===== config.mk =====
export PLATFORM = sky130hd
export DESIGN_NAME = pipe_stage_skid
export DESIGN_NICKNAME = d
export VERILOG_FILES = /design/src/rtl/pipe_stage_skid.sv
export SDC_FILE = /design/constraint.sdc
export NUM_CORES = 1
export LEC_CHECK = 0
export ABC_AREA = 1
export BUFFER_PORTS_ARGS = -buffer_cell sky130_fd_sc_hd__buf_2
export CORE_MARGIN = 4
export CORE_UTILIZATION = 45
export DETAILED_ROUTE_END_ITERATION = 12
export PLACE_DENSITY = 0.64
export RECOVER_POWER = 100
export SLEW_MARGIN = 20
export SYNTH_ARGS = -nofsm -noshare
export SYNTH_HDL_FRONTEND = slang
export SYNTH_SLANG_ARGS = --single-unit

===== constraint.sdc =====
create_clock -name clk -period 2.45 [get_ports clk]
set_input_delay 0.1225 -clock clk [delete_from_list [all_inputs] [get_ports clk]]
set_output_delay 0.1225 -clock clk [all_outputs]
set_load 0.1 [all_outputs]

===== src/rtl/pipe_stage_skid.sv =====
`default_nettype none
// +--------------------------------------------------------------------------+
// | pipe_stage_skid: valid/ready pipeline register, 2-entry skid, flush count |
// | Revision: 1.0                                                            |
// +--------------------------------------------------------------------------+
module pipe_stage_skid #(
  parameter int                 DATA_W    = 64,
  parameter logic [DATA_W-1:0]  RESET_VAL = '0,
  parameter int                 CNT_W     = 8
) (
  input  logic              clk,
  input  logic              reset,
  input  logic              flush,
  input  logic              in_valid,
  output logic              in_ready,
  input  logic [DATA_W-1:0] in_data,
  output logic              out_valid,
  input  logic              out_ready,
  output logic [DATA_W-1:0] out_data,
  output logic [1:0]        occupancy,
  output logic [CNT_W-1:0]  drop_count
);

  typedef enum logic [1:0] {
    S_EMPTY = 2'd0,
    S_ONE   = 2'd1,
    S_FULL  = 2'd2
  } state_t;

  localparam logic [CNT_W+1:0] c_drop_max = {2'b00, {CNT_W{1'b1}}};

  state_t            r_state;
  logic [DATA_W-1:0] r_main;
  logic [DATA_W-1:0] r_skid;
  logic [CNT_W-1:0]  r_drop;

  logic              w_in_fire;
  logic              w_out_fire;
  logic [1:0]        w_occ;
  logic [1:0]        w_drop_add;
  logic [CNT_W+1:0]  w_drop_sum;
  logic [CNT_W-1:0]  w_drop_next;

  assign w_occ      = r_state;
  assign in_ready   = (r_state != S_FULL);
  assign out_valid  = (r_state != S_EMPTY);
  assign w_in_fire  = in_valid & in_ready;
  assign w_out_fire = out_valid & out_ready;

  // A head delivered in the flush cycle is not counted as dropped.
  assign w_drop_add  = w_occ - {1'b0, w_out_fire};
  assign w_drop_sum  = {2'b00, r_drop} + {{CNT_W{1'b0}}, w_drop_add};
  assign w_drop_next = (w_drop_sum > c_drop_max) ? {CNT_W{1'b1}} : w_drop_sum[CNT_W-1:0];

  always_ff @(posedge clk) begin
    if (reset) begin
      r_state <= S_EMPTY;
      r_main  <= RESET_VAL;
      r_skid  <= RESET_VAL;
      r_drop  <= '0;
    end else if (flush) begin
      r_state <= S_EMPTY;
      r_drop  <= w_drop_next;
    end else begin
      case (r_state)
        S_EMPTY: begin
          if (w_in_fire) begin
            r_main  <= in_data;
            r_state <= S_ONE;
          end
        end
        S_ONE: begin
          if (w_in_fire && w_out_fire) begin
            r_main <= in_data;
          end else if (w_in_fire) begin
            r_skid  <= in_data;
            r_state <= S_FULL;
          end else if (w_out_fire) begin
            r_state <= S_EMPTY;
          end
        end
        S_FULL: begin
          if (w_out_fire) begin
            r_main  <= r_skid;
            r_state <= S_ONE;
          end
        end
        default: r_state <= S_EMPTY;
      endcase
    end
  end

  assign out_data   = r_main;
  assign occupancy  = w_occ;
  assign drop_count = r_drop;

endmodule
`default_nettype wire


# --- After elaboration in Yosys (flattened, before gate mapping) ---
# Index checks and enable logic that the tools add are counted.
word_totals:
  regBits: 138
  out_inout_bits: 76
  elab_cells: 38
  in_bits: 69
op_classes:
  muxes: 11
  bitwise: 4
  order_cmp: 1
  reduce_logical: 8
  addsub: 2
  eq_ne: 8
op_table:
  columns: ["op", "count"]
  rows:
  - ["2-to-1 mux 64 bit", 3]
  - ["one-hot mux 64 bit (3 select lines)", 1]
  - ["2-to-1 mux 2 bit", 5]
  - ["!= test 2 bit, second input constant", 5]
  - ["adder 8 x 2 -> 9 bit", 1]
  - ["> comparator 9 x 8 -> 1 bit, second input constant", 1]
  - ["2-to-1 mux 8 bit", 1]
  - ["AND reduction 4 bit", 2]
  - ["one-hot mux 2 bit (3 select lines)", 1]
  - ["AND reduction 5 bit", 1]
  - ["!= test 3 bit, second input constant", 1]
  - ["nonzero test 3 bit", 1]
  - ["bitwise AND 1 bit", 2]
  - ["equality test 2 x 1 -> 1 bit, second input constant", 1]
  - ["equality test 2 bit, second input constant", 1]
  - ["logical NOT 2 bit", 1]
  - ["NOT 1 bit", 2]
  - ["nonzero test 2 bit", 1]
  - ["OR reduction 2 bit", 1]
  - ["subtractor 2 x 1 -> 2 bit", 1]
  - ["logical AND 1 bit", 1]

# --- Logic depth before layout (Yosys ltp) ---
# Gate-level depths: netlist of run 1.
logic_depth:
  depth_word: 6
  ltp_mapped: 14
  depth_no_buf: 14

# --- Least setup slack after synthesis of run 1 ---
# No wires, ideal clock.
synth_path:
  path_kind: "reg2reg"
  start: "reg r_state[0], in the netlist occupancy[0]"
  end: "reg r_drop[5], in the netlist drop_count[5]"
  setup_slack_ps: -513
  stages_incl_launch_ff: 13
  setup_ps: 57
  synth_period_minus_slack_ps: 2963
  t_required_ps: 2393
  t_arrival_ps: 2907
  cell_sequence: "dfxtp_1 -> nor2_1 -> nor2_1 -> ha_1 -> inv_1 -> ha_1 -> inv_1 -> fa_1 -> nor2_1 -> nand4_1 -> nand3_1 -> nand2_1 -> inv_1"
synth_via:
  elab_chain_cells: 6
synth_rtl:
  columns: ["item", "line_no", "rtl"]
  rows:
  - ["from (decl)", "32", "state_t r_state;"]
  - ["from (signal assigned)", "57", "r_state <= S_EMPTY;"]
  - ["from (signal assigned)", "62", "r_state <= S_EMPTY;"]
  - ["from (signal assigned)", "69", "r_state <= S_ONE;"]
  - ["nonzero test 2 bit", "46", "assign out_valid = (r_state != S_EMPTY);"]
  - ["bitwise AND 1 bit", "48", "assign w_out_fire = out_valid & out_ready;"]
  - ["subtractor 2 x 1 -> 2 bit *", "51", "assign w_drop_add = w_occ - {1'b0, w_out_fire};"]
  - ["adder 8 x 2 -> 9 bit *", "52", "assign w_drop_sum = {2'b00, r_drop} + {{CNT_W{1'b0}}, w_drop_add};"]
  - ["> comparator 9 x 8 -> 1 bit", "53", "assign w_drop_next = (w_drop_sum > c_drop_max) ? {CNT_W{1'b1}} : w_drop_sum[CNT_W-1:0];"]
  - ["2-to-1 mux 8 bit *", "53", null]
  - ["to (signal assigned)", "63", "r_drop <= w_drop_next;"]
  - ["to (decl)", "35", "logic [CNT_W-1:0] r_drop;"]
# Mark *: on every way between the ends. The rest lies on a longest branch, timed or not.
# A chain may end at the register's enable or synchronous reset.

# --- Final worst setup path of run 1 ---
layout_path:
  start: "reg r_state[1], in the netlist occupancy[1]"
  end: "reg r_drop[2], in the netlist drop_count[2]"
# Same word-level chain as after synthesis.

==> results.rst, run 1 <==
.. list-table::
   :header-rows: 1

   * - Metric
     - Value
   * - Floorplan Core Area
     - 0.0140 mm²
   * - Start-to-end type of the worst setup path
     - reg2reg
   * - Full die area
     - 0.0164 mm²
   * - Maximum count of clock buffers along a single path
     - 2
   * - Crit path required time
     - 2.78 ns
   * - Synthesized instance count
     - 1006
   * - Arrival @ worst endpoint
     - 2.65 ns
   * - Fraction of power consumed by combinational cells
     - 0.214
   * - Internal portion of total power
     - 0.00424 W
   * - PortBufs
     - 144
   * - Vias per cell
     - 4.75
   * - Setup skew after layout
     - 0.00716 ns
   * - Leakage power total
     - 3.97 nW
   * - Design area
     - 0.00831 mm²
   * - Wire length reported by the detailed router
     - 16600 µm
   * - Via count of the routed design
     - 6498
   * - Detailed placement HPWL
     - 9380 µm
   * - Final sum of negative setup slack
     - 0 ns
   * - Register area share after synthesis
     - 0.427
   * - Critical path buffer and inverter count
     - 3
   * - Worst hold path type
     - in2reg
   * - Number of primary I/O pins
     - 145
   * - Number of global-route vias before repair
     - 5751
   * - TritonCTS sink count
     - 138
   * - Synthesized area divided by synthesized cell count
     - 6.43 µm²
   * - Kind of end point of the critical path
     - register
   * - Pin count of the biggest net entering global routing
     - 129
   * - Setup Viol. Count Final
     - 0
   * - Top cells by area, synth
     - sky130_fd_sc_hd__dfxtp_1, sky130_fd_sc_hd__nand2_1, sky130_fd_sc_hd__nor2_1, sky130_fd_sc_hd__nand3_1, sky130_fd_sc_hd__a21oi_1
   * - Warnings from Yosys
     - 0
   * - Global routing usage summed across all routing layers
     - 0.204
   * - Post-route ant nets
     - 0
   * - Chip Width
     - 128 µm
   * - Final net count
     - 1248
   * - Antenna Diode Count
     - 0
   * - Clock latency reported for the late side of the worst-skew pair
     - 0.41 ns
   * - Clock root buffer
     - sky130_fd_sc_hd__clkbuf_16
   * - Avg WL per Cell
     - 12.2 µm
   * - Number of levels in the clock H-tree
     - 4
   * - Clock transition at the registers of the reported paths
     - 0.06 ns
   * - Delay of the slowest critical-path stage
     - 0.38 ns
   * - DR pass1 iterations
     - 5
   * - CP max stage cell
     - sky130_fd_sc_hd__fa_2
   * - Number of CTS-inserted buffers
     - 17
   * - Cell area after synthesis
     - 0.00647 mm²
   * - Worst relative slew slack
     - 0.174
   * - Dominant delay contributor by cell family on the critical path
     - adder cells
   * - Sequence of cells on the critical path
     - nor2_1, nor2_1, ha_1, inv_1, ha_1, inv_1, fa_2, nor2_4, nand4_1, clkbuf_4, a21oi_1
   * - Standard cell area after detailed placement
     - 0.00720 mm²
   * - DIE HEIGHT
     - 128 µm
   * - Number of rows created at floorplan
     - 43
   * - Clock network power share
     - 0.399
   * - Net count after synthesis
     - 1079
   * - Gr ovfl total
     - 0
   * - Largest fanout of any net on the critical path
     - 6
   * - Initial Utilization
     - 0.462
   * - Number of pins exceeding their max-slew limit in the final report
     - 0
   * - Critical Path Source Type
     - register
   * - Largest voltage drop on the vdd net
     - 398 µV
   * - Share of the synthesized area in the top cell type
     - 0.427
   * - Post-route insts no fill
     - 1368
   * - Inst Count DP
     - 1272
   * - Switching share of power
     - 0.323
   * - Net switching component of the power
     - 0.00203 W
   * - First-pass GRT wire length
     - 27600 µm
   * - Pwr/cell area
     - 754 mW/mm²
   * - Share of final-layout standard cells stronger than drive strength 1
     - 0.0976
   * - Clock period minus final worst setup slack
     - 2.32 ns
   * - Antenna violations before repair
     - 0
   * - Starting DRC count in detailed routing
     - 487
   * - Final hold vios
     - 0
   * - Worst-Margin Slew
     - 1.24 ns
   * - Flip-flop and latch count after synthesis
     - 138
   * - Clock tree from TritonCTS
     - built
   * - Unrepaired setup endpoints after global routing
     - false
   * - Maximum frequency from static timing analysis
     - 0.432 GHz
   * - Routability-driven placement congestion ratio
     - 0.804
   * - Maxcap violations
     - 0
   * - Cell type with the highest aggregate area in the netlist
     - sky130_fd_sc_hd__dfxtp_1
   * - Netlist cell types
     - 26
   * - Status
     - completed
   * - Portion of the clock cycle consumed by the worst path in the final layout
     - 0.945
   * - P&R area growth vs syn
     - 28.5%
   * - Number of design rule violations left after detail routing
     - 0
   * - Reg power frac
     - 0.387
==> cell families (layout without fill, tap and decap cells) <==
group,Yosys count,in the layout,synth area share
fa+ha+maj,4,4,0.00890
xor+xnor,2,2,0.00271
compound gates,145,145,0.114
buf+inv,157,339,0.106
simple gates,560,560,0.342
flops,138,138,0.427
==> synth_stat cells <==
cell / number
sky130_fd_sc_hd__a211oi_1: 1
sky130_fd_sc_hd__a21oi_1: 69
sky130_fd_sc_hd__a31oi_1: 1
sky130_fd_sc_hd__buf_1: 9
sky130_fd_sc_hd__buf_2: 25
sky130_fd_sc_hd__buf_4: 15
sky130_fd_sc_hd__buf_6: 1
sky130_fd_sc_hd__clkbuf_1: 18
sky130_fd_sc_hd__dfxtp_1: 138
sky130_fd_sc_hd__fa_1: 1
sky130_fd_sc_hd__ha_1: 3
sky130_fd_sc_hd__inv_1: 87
sky130_fd_sc_hd__inv_2: 2
sky130_fd_sc_hd__nand2_1: 280
sky130_fd_sc_hd__nand2_2: 2
sky130_fd_sc_hd__nand3_1: 70
sky130_fd_sc_hd__nand4_1: 2
sky130_fd_sc_hd__nor2_1: 204
sky130_fd_sc_hd__nor2_4: 1
sky130_fd_sc_hd__o211ai_1: 1
sky130_fd_sc_hd__o21ai_0: 63
sky130_fd_sc_hd__o21ai_1: 9
sky130_fd_sc_hd__o21bai_1: 1
sky130_fd_sc_hd__or2_2: 1
sky130_fd_sc_hd__xnor2_1: 1
sky130_fd_sc_hd__xor2_1: 1
==> layer usage <==
layer / global-route usage / share of wire
met5: 0 / 0
met4: 0.0712 / 0.019
met3: 0.0454 / 0.049
met2: 0.330 / 0.46
met1: 0.268 / 0.47
==> layout by cell type, fill, tap and decap left out, drive strengths merged <==
cell type	n
xnor2	1
dfxtp	138
a31oi	1
nand3	70
o211ai	1
o21bai	1
nor2	205
buf	76
ha	3
o21ai	72
a211oi	1
nand4	2
fa	1
bufinv	2
a21oi	69
xor2	1
dlygate4sd3	63
or2	1
clkbuf	103
nand2	282
inv	89
clkinv	6
==> worst paths after layout <==
path                                                    to  slack (ns)                      start  depth (start not counted)
worst min-delay path               r_skid[31]$_SDFFE_PP0P_        0.01                in_data[31]                          3
worst max register to register  drop_count[2]$_SDFFE_PP0P_        0.13  occupancy[1]$_SDFFE_PP0P_                         11
worst min register to register   out_data[37]$_SDFFE_PP0P_        0.48  out_data[37]$_SDFFE_PP0P_                          2
worst max-delay path            drop_count[2]$_SDFFE_PP0P_        0.13  occupancy[1]$_SDFFE_PP0P_                         11
==> state kept, by name, summed over array words and instances (netlist names) <==
name        cells
out_data       64
drop_count      8
occupancy       2
r_skid         64
==> per-stage QoR <==
| step | worst slack, ns | hold slack [ns] | total power, W | util |
|---|---|---|---|---|
| 2_1_floorplan | 0.0476 | 0.191 | 0.00354 | - |
| 3_3_place_gp | 0.127 | 0.333 | 0.00376 | 0.515 |
| 3_5_place_dp | 0.0843 | 0.332 | 0.00377 | 0.515 |
| 4_1_cts | 0.0604 | 0.00476 | 0.00635 | 0.601 |
| 5_1_grt | 0.00431 | 0.0200 | 0.00654 | 0.594 |
| 6_report | 0.134 | 0.0137 | 0.00627 | 0.594 |
==> layout make-up <==
type	count	area (µm²)
repair buffers	218	1380
multi-input cells	711	3030
clock inverters	8	91.3
fillers	1433	5680
flip-flops and latches	138	2770
clock buffers	24	482
well taps	180	225
inverters	89	335
==> tightest hold or removal path, cell delays in order <==
cell	delay [ns]
sky130_fd_sc_hd__buf_2	0.10
sky130_fd_sc_hd__o21ai_0	0.08
sky130_fd_sc_hd__nor2_1	0.08
==> timing repair <==
item,CTS,global route
hold buffers,63,0
resized for setup,0,3
hold endpoints to repair,64,0
setup endpoints to repair,0,7
buffers inserted,0,1
==> power groups by stage <==
stage               Sequential, W  Combinational, W  Clock (W)
finish                    0.00243           0.00134    0.00250
global route              0.00244           0.00145    0.00265
detailed placement        0.00247           0.00130          0
global placement          0.00247           0.00129          0
CTS                       0.00242           0.00138    0.00255
floorplan                 0.00312          0.000416          0
No activity file was read; power rests on OpenSTA's default activity.
==> run 2: changes to the inputs <==
--- a/config.mk
+++ b/config.mk
@@ -6,11 +6,11 @@
 export NUM_CORES = 1
 export LEC_CHECK = 0
 export ABC_AREA = 1
-export BUFFER_PORTS_ARGS = -buffer_cell sky130_fd_sc_hd__buf_2
 export CORE_MARGIN = 4
 export CORE_UTILIZATION = 45
 export DETAILED_ROUTE_END_ITERATION = 12
-export PLACE_DENSITY = 0.64
+export DONT_BUFFER_PORTS = 1
+export PLACE_DENSITY = 0.56
 export RECOVER_POWER = 100
 export SLEW_MARGIN = 20
 export SYNTH_ARGS = -nofsm -noshare
==> results.rst, run 2 (synthesis results as in run 1) <==
.. list-table::
   :header-rows: 1

   * - Metric
     - Value
   * - Worst-case reg-to-reg path depth
     - 12
   * - Number of primary I/O pins
     - 145
   * - Pwr/cell area
     - 744 mW/mm²
   * - Clock period minus final worst setup slack
     - 2.28 ns
   * - Inst Count DP
     - 1208
   * - First-pass GRT wire length
     - 28900 µm
   * - Crit path required time
     - 2.33 ns
   * - Most frequent cells in the layout
     - sky130_fd_sc_hd__nand2_1, sky130_fd_sc_hd__nor2_1, sky130_fd_sc_hd__dfxtp_1
   * - Worst relative slew slack
     - 0.147
   * - Number of levels in the clock H-tree
     - 4
   * - P&R area growth vs syn
     - 24.5%
   * - Maxcap violations
     - 0
   * - Clock transition at the registers of the reported paths
     - 0.06 ns
   * - Final sum of negative setup slack
     - 0 ns
   * - Worst hold path type
     - in2reg
   * - CP dominant cell by count
     - sky130_fd_sc_hd__buf_4
   * - Antenna Diode Count
     - 0
   * - Floorplan Core Area
     - 0.0140 mm²
   * - Gr ovfl total
     - 0
   * - Fillers
     - 1456
   * - Worst slack on hold paths
     - 0.0325 ns
   * - Critical Path Source Type
     - register
   * - Start-to-end type of the worst setup path
     - reg2out
   * - Avg WL per Cell
     - 13.5 µm
   * - Count of cells along the worst hold path
     - 2
   * - Clock latency reported for the late side of the worst-skew pair
     - 0.41 ns
   * - Met2 Track Usage GR
     - 0.346
   * - Internal portion of total power
     - 0.00402 W
   * - Maximum count of clock buffers along a single path
     - 2
   * - Clock root buffer
     - sky130_fd_sc_hd__clkbuf_16
   * - DR pass1 iterations
     - 4
   * - Met3 Usage GRT
     - 0.0554
   * - Routability-driven placement congestion ratio
     - 0.839
   * - TritonCTS sink count
     - 138
   * - Final net count
     - 1188
   * - Clock network power share
     - 0.376
   * - Detailed placement HPWL
     - 10100 µm
   * - Number of global-route vias before repair
     - 5817
   * - Wire length reported by the detailed router
     - 17500 µm
   * - Chip Width
     - 128 µm
   * - Start point of the worst min-delay path
     - flush
   * - Commonest non-fill, non-tap cell in the layout
     - sky130_fd_sc_hd__nand2_1
   * - Share of final-layout standard cells stronger than drive strength 1
     - 0.0463
   * - Reg-to-Reg Start
     - occupancy[0]$_SDFFE_PP0P_
   * - Full die area
     - 0.0164 mm²
   * - Initial Utilization
     - 0.462
   * - Endpoint of the most critical register-to-register path
     - drop_count[7]$_SDFFE_PP0P_
   * - Net switching component of the power
     - 0.00197 W
   * - Pin count of the biggest net entering global routing
     - 82
   * - Global-route track usage on met1
     - 0.280
   * - Number of rows created at floorplan
     - 43
   * - Portion of the clock cycle consumed by the worst path in the final layout
     - 0.932
   * - Delay of the slowest critical-path stage
     - 0.62 ns
   * - CP max stage cell
     - sky130_fd_sc_hd__buf_4
   * - Global routing usage summed across all routing layers
     - 0.216
   * - Switching share of power
     - 0.328
   * - Pre-CTS WS
     - 0.108 ns
   * - Setup Viol. Count Final
     - 0
   * - Largest fanout of any net on the critical path
     - 67
   * - Sequence of cells on the critical path
     - buf_4, nand2_1, buf_4, buf_4
   * - Busiest layer in global routing
     - met2
   * - Largest voltage drop on the vdd net
     - 441 µV
   * - Kind of end point of the critical path
     - primary output
   * - Register-to-register path setup slack
     - 0.22 ns
   * - Post-route insts no fill
     - 1303
   * - Antenna violations before repair
     - 0
   * - PortBufs
     - 0
   * - Status
     - completed
   * - Reg power frac
     - 0.402
   * - Setup skew after layout
     - 0.00637 ns
   * - Vias per cell
     - 4.88
   * - Sink of the worst hold path
     - drop_count[2]$_SDFFE_PP0P_
   * - Worst setup margin
     - 0.168 ns
   * - Fraction of power consumed by combinational cells
     - 0.222
   * - Final hold vios
     - 0
   * - Leakage power total
     - 3.74 nW
   * - Number of design rule violations left after detail routing
     - 0
   * - DIE HEIGHT
     - 128 µm
   * - Worst-Margin Slew
     - 1.28 ns
   * - Power consumption
     - 0.00599 W
   * - Post-route ant nets
     - 0
   * - Via count of the routed design
     - 6357
   * - Number of pins exceeding their max-slew limit in the final report
     - 0
   * - Maximum frequency from static timing analysis
     - 0.438 GHz
   * - Starting DRC count in detailed routing
     - 327
   * - Clock tree from TritonCTS
     - built
   * - Number of CTS-inserted buffers
     - 17
   * - Unrepaired setup endpoints after global routing
     - false
   * - Arrival @ worst endpoint
     - 2.16 ns
==> run 2: power by group through the flow <==
stage / Clock (W) / Combinational [W] / Sequential (W)
6_report: 0.00225 / 0.00133 / 0.00241
5_1_grt: 0.00240 / 0.00143 / 0.00242
4_1_cts: 0.00231 / 0.00141 / 0.00241
3_5_place_dp: 0 / 0.00132 / 0.00246
3_3_place_gp: 0 / 0.00132 / 0.00245
2_1_floorplan: 0 / 0.000416 / 0.00312
==> run 2: per-layer routing <==
layer | vias to the layer above | wire, µm | part of all wire
li1 | 3336 | - | -
met1 | 2857 | 8010 | 0.46
met2 | 136 | 8130 | 0.46
met3 | 28 | 1010 | 0.058
met4 | 0 | 375 | 0.021
met5 | - | 0 | 0
==> run 2: worst max path at each step <==
stage / from / endpoint
2_1_floorplan: drop_count[0]$_SDFFE_PP0P_ / drop_count[5]$_SDFFE_PP0P_
3_3_place_gp: occupancy[1]$_SDFFE_PP0P_ / drop_count[7]$_SDFFE_PP0P_
3_5_place_dp: occupancy[1]$_SDFFE_PP0P_ / drop_count[5]$_SDFFE_PP0P_
4_1_cts: occupancy[1]$_SDFFE_PP0P_ / drop_count[7]$_SDFFE_PP0P_
5_1_grt: occupancy[1]$_SDFFE_PP0P_ / r_skid[46]$_SDFFE_PP0P_
6_report: occupancy[1]$_SDFFE_PP0P_ / in_ready
==> run 2: worst max-delay path, delay by kind of cell (launching register included) <==
family | cells | cell delay, ns
flops | 1 | 0.33
buf+inv | 3 | 1.28
simple gates | 1 | 0.13
==> run 2: final cells by class <==
class	count	area (µm²)	area share
clock inverters	4	20.0	0.00249
inverters	89	337	0.0418
clock buffers	23	488	0.0606
well taps	180	225	0.0280
flip-flops and latches	138	2770	0.344
repair buffers	158	1180	0.147
multi-input cells	711	3030	0.376
==> run 2: through the flow <==
step,util,instance area [µm²]
3_3_place_gp,0.510,7140
5_1_grt,0.576,8050
6_report,0.576,8050
2_1_floorplan,-,6470
3_5_place_dp,0.510,7140
4_1_cts,0.595,8330
==> run 2: timing repair <==
item / 4_1_cts / 5_1_grt
setup endpoints to repair: 0 / 7
gates resized for setup: 0 / 3
setup buffers: 0 / 0
hold buffers: 68 / 0
hold endpoints to repair: 71 / 0
==> run 3: changes to the inputs <==
--- a/config.mk
+++ b/config.mk
@@ -8,11 +8,12 @@
 export ABC_AREA = 1
 export CORE_MARGIN = 4
 export CORE_UTILIZATION = 45
+export CTS_CLUSTER_DIAMETER = 40
 export DETAILED_ROUTE_END_ITERATION = 12
 export DONT_BUFFER_PORTS = 1
 export PLACE_DENSITY = 0.56
 export RECOVER_POWER = 100
-export SLEW_MARGIN = 20
+export SLEW_MARGIN = 15
 export SYNTH_ARGS = -nofsm -noshare
 export SYNTH_HDL_FRONTEND = slang
 export SYNTH_SLANG_ARGS = --single-unit
==> constraint.sdc (replaced) <==
create_clock -name clk -period 2.1 [get_ports clk]
set_input_delay 0.105 -clock clk [delete_from_list [all_inputs] [get_ports clk]]
set_output_delay 0.105 -clock clk [all_outputs]
set_load 0.1 [all_outputs]
==> results.rst, run 3 (synthesis results as in run 1) <==
.. list-table::
   :header-rows: 1

   * - Metric
     - Value
   * - Maxcap violations
     - 0
   * - Routability-driven placement congestion ratio
     - 0.764
   * - Critical Path Source Type
     - register
   * - Floorplan Core Area
     - 0.0140 mm²
   * - Worst-Margin Slew
     - 1.24 ns
   * - Starting DRC count in detailed routing
     - 379
   * - Worst setup margin
     - 0.00165 ns
   * - Maximum count of clock buffers along a single path
     - 2
   * - Worst relative slew slack
     - 0.172
   * - Maximum frequency from static timing analysis
     - 0.477 GHz
   * - Clock latency reported for the late side of the worst-skew pair
     - 0.42 ns
   * - Via count of the routed design
     - 6324
   * - Sequence of cells on the critical path
     - nor2_4, nor2_2, ha_1, inv_1, ha_2, inv_2, fa_2, nor2_4, nand4_1, nand3_1, nand2_1, inv_1
   * - Start point of the worst min-delay path
     - flush
   * - Number of CTS-inserted buffers
     - 17
   * - Worst setup path endpoint
     - drop_count[3]$_SDFFE_PP0P_
   * - Antenna violations before repair
     - 0
   * - First-pass GRT wire length
     - 29000 µm
   * - Clock period minus final worst setup slack
     - 2.10 ns
   * - Clock root buffer
     - sky130_fd_sc_hd__clkbuf_16
   * - Utilization after layout
     - 0.589
   * - Portion of the clock cycle consumed by the worst path in the final layout
     - 0.999
   * - Leakage power total
     - 3.84 nW
   * - Worst path depth
     - 12
   * - P&R area growth vs syn
     - 27.4%
   * - Largest voltage drop on the vdd net
     - 523 µV
   * - Full die area
     - 0.0164 mm²
   * - Arrival @ worst endpoint
     - 2.46 ns
   * - Endpoint of the most critical register-to-register path
     - drop_count[3]$_SDFFE_PP0P_
   * - Setup Viol. Count Final
     - 0
   * - Register-to-register path setup slack
     - 0.002 ns
   * - Antenna Diode Count
     - 0
   * - Critical path buffer and inverter count
     - 3
   * - Clock transition at the registers of the reported paths
     - 0.06 ns
   * - Wire length reported by the detailed router
     - 17200 µm
   * - Largest fanout of any net on the critical path
     - 5
   * - Count of cells along the worst hold path
     - 2
   * - Reg-to-Reg Start
     - occupancy[1]$_SDFFE_PP0P_
   * - Number of primary I/O pins
     - 145
   * - DIE HEIGHT
     - 128 µm
   * - Crit path required time
     - 2.46 ns
   * - TritonCTS sink count
     - 138
   * - Commonest non-fill, non-tap cell in the layout
     - sky130_fd_sc_hd__nand2_1
   * - Final hold vios
     - 0
   * - Worst-case reg-to-reg path depth
     - 12
   * - Worst hold path type
     - in2reg
   * - Vias per cell
     - 4.82
   * - Number of global-route vias before repair
     - 5999
   * - Pwr/cell area
     - 910 mW/mm²
   * - Pin count of the biggest net entering global routing
     - 77
   * - Kind of end point of the critical path
     - register
   * - Launch point of the critical path
     - occupancy[1]$_SDFFE_PP0P_
   * - Pre-CTS WS
     - -0.0390 ns
   * - Setup skew after layout
     - 0.00999 ns
   * - Global routing usage summed across all routing layers
     - 0.215
   * - Final net count
     - 1192
   * - CP max stage cell
     - sky130_fd_sc_hd__fa_2
   * - Number of design rule violations left after detail routing
     - 0
   * - Dominant delay contributor by cell family on the critical path
     - adder cells
   * - Number of pins exceeding their max-slew limit in the final report
     - 0
   * - Number of levels in the clock H-tree
     - 4
   * - DR pass1 iterations
     - 5
   * - Clock tree from TritonCTS
     - built
   * - Most frequent cells in the layout
     - sky130_fd_sc_hd__nand2_1, sky130_fd_sc_hd__nor2_1, sky130_fd_sc_hd__dfxtp_1
   * - Delay of the slowest critical-path stage
     - 0.36 ns
   * - Gr ovfl total
     - 0
   * - Status
     - completed
   * - Number of rows created at floorplan
     - 43
   * - Detailed placement HPWL
     - 9840 µm
   * - Unrepaired setup endpoints after global routing
     - true
   * - Post-route ant nets
     - 0
   * - Start-to-end type of the worst setup path
     - reg2reg
   * - Chip Width
     - 128 µm
   * - Avg WL per Cell
     - 13.1 µm
   * - Initial Utilization
     - 0.462
   * - PortBufs
     - 0
   * - Share of final-layout standard cells stronger than drive strength 1
     - 0.0698
run 3: cell count changes in the layout (fill, tap and decap cells not counted), moves of 2 or more:
cell                        change
sky130_fd_sc_hd__dfxtp_2        +2
sky130_fd_sc_hd__clkbuf_1       -8
sky130_fd_sc_hd__dfxtp_1        -2
sky130_fd_sc_hd__inv_1          -2
sky130_fd_sc_hd__clkbuf_2      +13
sky130_fd_sc_hd__inv_2          +2
sky130_fd_sc_hd__buf_4          +2
sky130_fd_sc_hd__nor2_1         -2
sky130_fd_sc_hd__nand2_1        -2
sky130_fd_sc_hd__bufinv_16      +3
run 3: layout make-up:
cell class	instances	area (µm²)
Clock inverter	6	108
Sequential cell	138	2770
Fill cell	1431	5750
Tap cell	180	225
Multi-Input combinational cell	711	3060
Clock buffer	26	510
Inverter	89	335
Timing Repair Buffer	162	1220
run 3: metal layers:
layer / share of wire / track usage / routed length, µm / up-vias
met1: 0.46 / 0.276 / 7910 / 2795
met5: 0 / 0 / 0 / -
met2: 0.46 / 0.344 / 7870 / 157
met4: 0.014 / 0.0749 / 232 / 0
li1: - / - / - / 3351
met3: 0.067 / 0.0650 / 1140 / 21
run 3: metrics by stage:
stage	TNS (ns)	area [µm²]	hold slack (ns)	instances	total power, W
6_report	0	8240	0.00632	1312	0.00749
3_3_place_gp	0	7180	0.175	1209	0.00440
2_1_floorplan	-1.66	6500	0.174	1006	0.00413
5_1_grt	-0.602	8240	0.0101	1312	0.00782
3_5_place_dp	-0.0568	7180	0.178	1209	0.00440
4_1_cts	0	8490	0.000112	1310	0.00766
run 3: worst reg2reg max path, delay by kind of cell (launching register included):
family,cells,cell delay [ns]
fa+ha+maj,3,0.80
simple gates,6,0.75
flops,1,0.35
buf+inv,3,0.17
run 3: how the worst min path moves through the flow:
| stage | slack [ns] | endpoint |
|---|---|---|
| 3_5_place_dp | 0.18 | drop_count[2]$_SDFFE_PP0P_ |
| 5_1_grt | 0.01 | drop_count[4]$_SDFFE_PP0P_ |
| 2_1_floorplan | 0.17 | occupancy[1]$_SDFFE_PP0P_ |
| 6_report | 0.006 | drop_count[2]$_SDFFE_PP0P_ |
| 4_1_cts | 0.0001 | out_data[23]$_SDFFE_PP0P_ |
| 3_3_place_gp | 0.18 | drop_count[4]$_SDFFE_PP0P_ |
run 3: where the power goes:
part           internal, W  switching (W)
Clock              0.00203        0.00109
Combinational     0.000348        0.00121
Sequential         0.00276      0.0000532
Total              0.00513        0.00236
run 3: what timing repair did:
item	CTS	global route
hold buffers	68	0
gates resized for setup	1	2
endpoints found under the hold margin	99	0
pin swaps	3	4
setup endpoints to repair	3	5
buffers inserted	1	2
